`config.mk`:
```
export PLATFORM = sky130hd
export DESIGN_NAME = note_detector
export DESIGN_NICKNAME = d
export VERILOG_FILES = /design/src/rtl/note_detector.sv
export SDC_FILE = /design/constraint.sdc
export NUM_CORES = 1
export LEC_CHECK = 0
export BUFFER_PORTS_ARGS = -buffer_cell sky130_fd_sc_hd__buf_2
export CAP_MARGIN = 20
export CORE_MARGIN = 5
export CORE_UTILIZATION = 25
export DETAILED_ROUTE_END_ITERATION = 10
export REMOVE_ABC_BUFFERS = 1
export SYNTH_ARGS = -nofsm -noshare
export SYNTH_HDL_FRONTEND = slang
export SYNTH_SLANG_ARGS = --single-unit
```
`constraint.sdc`:
```
create_clock -name clk -period 4.99 [get_ports clk]
set_input_delay 0.7485 -clock clk [delete_from_list [all_inputs] [get_ports clk]]
set_output_delay 0.7485 -clock clk [all_outputs]
set_load 0.01 [all_outputs]
```
`src/rtl/note_detector.sv`:
```
// note_detector: classifies the period of a square-wave tone into one of
// three expected note periods, with candidate confirmation and silence timeout.
`timescale 1ns/1ps

`ifndef DO_4
`define DO_4 191113
`endif
`ifndef RE_4
`define RE_4 170265
`endif
`ifndef MI_4
`define MI_4 151686
`endif
`ifndef T_1s
`define T_1s 50000000
`endif

module note_detector #(
    parameter int N0      = `DO_4,
    parameter int N1      = `RE_4,
    parameter int N2      = `MI_4,
    parameter int TOL     = 64,
    parameter int CONFIRM = 4,
    parameter int TIMEOUT = `T_1s/8
) (
    input  logic       clk,
    input  logic       rst,
    input  logic       ch_in,
    output logic [1:0] note,
    output logic       valid,
    output logic       note_chg
);

    typedef enum logic {SILENT = 1'b0, TRACK = 1'b1} state_t;

    localparam logic [24:0] L_N0      = 25'(N0);
    localparam logic [24:0] L_N1      = 25'(N1);
    localparam logic [24:0] L_N2      = 25'(N2);
    localparam logic [24:0] L_TOL     = 25'(TOL);
    localparam logic [3:0]  L_CONFIRM = 4'(CONFIRM);
    localparam logic [23:0] L_TMO     = 24'(TIMEOUT - 1);

    state_t      r_state, w_state_nxt;
    logic        r_sync1, r_sync2, r_sync3;
    logic        w_rise;
    logic [23:0] r_cnt;
    logic [24:0] w_per;
    logic [1:0]  r_note, w_note_nxt;
    logic [1:0]  r_cand, w_cand_nxt;
    logic [1:0]  w_class;
    logic [3:0]  r_mcnt, w_mcnt_nxt;
    logic        r_note_chg;

    // 25-bit operands so the distance never wraps
    function automatic logic near(input logic [24:0] p, input logic [24:0] n);
        logic [24:0] d;
        d = (p >= n) ? (p - n) : (n - p);
        return d <= L_TOL;
    endfunction

    always_ff @(posedge clk or posedge rst) begin
        if (rst) begin
            r_sync1 <= 1'b0;
            r_sync2 <= 1'b0;
            r_sync3 <= 1'b0;
        end else begin
            r_sync1 <= ch_in;
            r_sync2 <= r_sync1;
            r_sync3 <= r_sync2;
        end
    end

    assign w_rise = r_sync2 & ~r_sync3;

    always_ff @(posedge clk or posedge rst) begin
        if (rst) begin
            r_cnt <= 24'd0;
        end else if (w_rise) begin
            r_cnt <= 24'd0;
        end else if (r_cnt != '1) begin
            r_cnt <= r_cnt + 24'd1;
        end
    end

    assign w_per = {1'b0, r_cnt} + 25'd1;

    always_comb begin
        w_class = 2'd3;
        if (near(w_per, L_N0)) begin
            w_class = 2'd0;
        end else if (near(w_per, L_N1)) begin
            w_class = 2'd1;
        end else if (near(w_per, L_N2)) begin
            w_class = 2'd2;
        end
    end

    always_comb begin
        w_state_nxt = r_state;
        w_note_nxt  = r_note;
        w_cand_nxt  = r_cand;
        w_mcnt_nxt  = r_mcnt;
        case (r_state)
            SILENT: begin
                if (w_rise) begin
                    w_state_nxt = TRACK;
                end
            end
            TRACK: begin
                // a rise on the timeout cycle is still classified
                if (w_rise) begin
                    if (w_class == r_cand) begin
                        if (r_mcnt < L_CONFIRM) begin
                            w_mcnt_nxt = r_mcnt + 4'd1;
                        end
                    end else begin
                        w_cand_nxt = w_class;
                        w_mcnt_nxt = 4'd1;
                    end
                    if (w_mcnt_nxt == L_CONFIRM && w_cand_nxt != r_note) begin
                        w_note_nxt = w_cand_nxt;
                    end
                end else if (r_cnt == L_TMO) begin
                    w_state_nxt = SILENT;
                    w_note_nxt  = 2'd3;
                    w_cand_nxt  = 2'd3;
                    w_mcnt_nxt  = 4'd0;
                end
            end
            default: begin
                w_state_nxt = SILENT;
            end
        endcase
    end

    always_ff @(posedge clk or posedge rst) begin
        if (rst) begin
            r_state    <= SILENT;
            r_note     <= 2'd3;
            r_cand     <= 2'd3;
            r_mcnt     <= 4'd0;
            r_note_chg <= 1'b0;
        end else begin
            r_state    <= w_state_nxt;
            r_note     <= w_note_nxt;
            r_cand     <= w_cand_nxt;
            r_mcnt     <= w_mcnt_nxt;
            r_note_chg <= (w_note_nxt != r_note);
        end
    end

    assign note     = r_note;
    assign valid    = (r_note != 2'd3);
    assign note_chg = r_note_chg;

endmodule

```
==> results by group <==
Status
  – Status: complete, but fails checks
  – Failing checks: setup timing

Power and ir drop
  – Clock share of power: 22.1%
  – Net switching power: a little under 0.7 mW
  – Final total power: 1.65 mW
  – Seq pwr share: between 20 and 25%
  – Sw Ratio: 40.9%
  – Logic pwr share: a little under three fifths
  – Internal: about 1 mW
  – Leakage Power: ~3.4 nW
  – Power density cells: 203 nW/um^2
  – Worst VDD drop: between 0.2 and 0.25 mV

Floorplan
  – Die width: roughly 160 um
  – Site Rows: 55
  – Ports: 7
  – Area of the core: approximately 23,000 um^2
  – Die Span Y: 161 um
  – Initial Util: 25.2%
  – Total Die Area: around 26,000 um^2

Synthesis
  – Post-synth EDFFs: 0
  – Synthesized area: ~5700 um^2
  – Synth warn: 0
  – Netlist cell types: about 90
  – Synth Register Bits: 37
  – Top_reg_cell synth: dfrtp_1
  – Share of flip-flops with an asynchronous set or reset: 100%
  – Mapped Avg Cell Area: a little over 7 um^2
  – Syn Inst Count: 784
  – Register area share after synthesis: 16.4%

Global route
  – GRT Total Usage: 19.6%
  – Pin count of the biggest net entering global routing: 38
  – Vias in the first global route: ~7,100
  – First-pass GRT wire length: around 40 mm
  – GRT Residual Overflow: 0
  – Initial antenna violation count: 0

Route
  – WL per Instance: a little over 20 um
  – DR iter-0 viols: between 900 and 1,000
  – Final ANT Viol Nets: 0
  – Vias per Instance: between 5 and 6
  – Total Routed Length: ~26 mm
  – Via count: 7,422
  – DRC errors left: 0
  – 1st-pass router iterations: 6

Clock network
  – Number of buffers created by CTS: 5
  – CTS tree: yes
  – Clock Pin Slew Worst Setup and Hold Paths: ~0.060 ns
  – Hold Buf Count CTS: 0
  – Htree depth: 2
  – # clock sinks: 37
  – Maximum clock path buffer count: 2
  – CTS root buf: clkbuf_16
  – Worst skew pair latency: about 0.29 ns

Setup path
  – Kind of critical path: reg2reg
  – CP Max Fanout: 12
  – Crit path DAT: 5.29 ns
  – CP Capture Type: flip-flop
  – Worst EP required: 5.16 ns
  – CP startpoint kind: flip-flop

Layout
  – Area growth, synth to finish: 43.6%
  – Post-layout util: between 30 and 40%
  – Fill cell count: around 2,300
  – ANT cells: 0
  – Multi-input gate area: approximately 4700 um^2
  – Register area: between 900 and 1000 um^2
  – Layout cells sized above 1: about 34%
  – Nets: ~990

Timing
  – Final min period: between 5 and 6 ns
  – Final hold violation count: 0
  – Final Hold Slack: 0.352 ns
  – Worst Max-Slew Pin Slew: 0.795 ns
  – Final Slew Violations: 0
  – Unrepaired setup endpoints after global routing: yes
  – Fmax: roughly 0.20 GHz
  – Max_slew headroom: between 40% and 50%
  – Fin crit share: 103%
  – Setup violators final: 2
  – Clock Skew: around 0.01 ns
  – Post-route setup slack: -0.130 ns

Place
  – Final GP Congestion: ~1
  – Post-place setup slack: -0.953 ns
  – Port bufs: 6
  – Dpl hpwl: 20.9 mm

Run
  – Max_cap viols: 0

Min path
  – Hold WC Path Type: reg2reg
[cell usage after synthesis (all sizes together) (16+ instances only)]
cell type,n,area share [%]
a21oi,68,6.0
dfrtp,33,15
nand3,32,2.9
buf,24,2.4
xnor2,42,6.5
clkbuf,34,2.2
nor2,68,4.5
o21ai,52,4.6
a211oi,16,2.2
nand4,16,2.3
nand2,70,4.7
nor3,35,3.2
[worst paths after layout]
check                         start        end  slack (ns)  cells past startpoint
setup / recovery           r_cnt[0]   note_chg       -0.13                     20
max in group asynchronous       rst  r_cand[1]        4.07                      3
min in group asynchronous       rst   r_cnt[0]        0.56                      3
hold reg to reg             r_sync1    r_sync2        0.35                      0
setup reg to reg           r_cnt[0]   note_chg       -0.13                     20
hold / removal              r_sync1    r_sync2        0.35                      0
[state kept, by name (all words and copies together) (netlist names)]
signal    count
r_cand        2
r_sync2       1
note          2
r_mcnt        4
r_sync3       1
note_chg      1
r_state       1
r_sync1       1
r_cnt        24
[power by group through the flow]
stage	registers, mW	logic, mW	clock network [mW]
2_1_floorplan	0.400	0.415	0
3_3_place_gp	0.381	0.779	0
3_5_place_dp	0.384	0.780	0
4_1_cts	0.379	0.831	0.378
5_1_grt	0.385	0.984	0.390
6_report	0.377	0.911	0.366
[through the flow]
stage	instance area (um^2)	cells	TNS, ns
floorplan	5420	726	-1.93
global placement	7510	1239	-7.00
detailed placement	7510	1239	-6.09
CTS	7910	1254	0
global route	8150	1265	-1.03
finish	8150	1265	-0.155
[routing by layer]
layer	vias up	routed length, um	global-route usage, %
li1	3410	-	-
met1	3554	11300	26.2
met2	366	11500	30.8
met3	92	2000	3.57
met4	0	1350	9.15
met5	-	0	0
[logic make-up (layout without fill, tap and decap cells)]
group                      Yosys count  count (layout)  synth area share (%)
adders and majority gates           10              10                  2.20
and+or+nand+nor                    314             314                  29.8
xor gates and xnor gates            57              57                  8.92
muxes                                8               8                  1.41
AOI/OAI and AO/OA                  285             285                  35.7
buffers and inverters               73             269                  5.60
DFF                                 37              37                  16.4
[cell type report]
cell class,count,area share (%)
well taps,285,4.37
repair buffers,246,23.8
clock buffers,5,1.53
clock inverters,3,0.568
flip-flops and latches,37,11.4
inverters,15,0.691
multi-input cells,674,57.6
[critical path, stage by stage (launching register included)]
cell and delay, ns:
dfrtp_1 0.40, buf_6 0.13, buf_12 0.13, nand4_4 0.15, buf_6 0.14, nor2_4 0.03
or3_4 0.40, buf_6 0.13, o31a_1 0.33, o21a_4 0.27, buf_6 0.12, o41a_1 0.40
a311o_1 0.37, xnor2_2 0.17, o41ai_4 0.50, nand4_1 0.14, buf_4 0.19, and4_4 0.15
o311a_4 0.32, and3_4 0.17, a2111o_1 0.36
[cells in the final DEF, fill, tap and decap left out, drive strengths merged, types with 11 or more instances in the layout]
cell type,synthesis,routed
a211oi,16,16
a21oi,68,68
a31oi,11,11
and2,12,12
buf,24,245
dfrtp,33,33
inv,15,15
nand2,70,70
nand3,32,32
nand4,16,16
nor2,68,68
nor3,35,35
nor4,15,15
o211ai,11,11
o21ai,52,52
xnor2,42,42
xor2,15,15
[repair_timing]
action,in CTS,in global routing
setup buffers,7,10
endpoints found under the hold margin,0,0
gates resized for setup,38,37
pin swaps,15,21
setup endpoints to repair,8,7
Note: power is estimated with default switching activity, not from simulation.
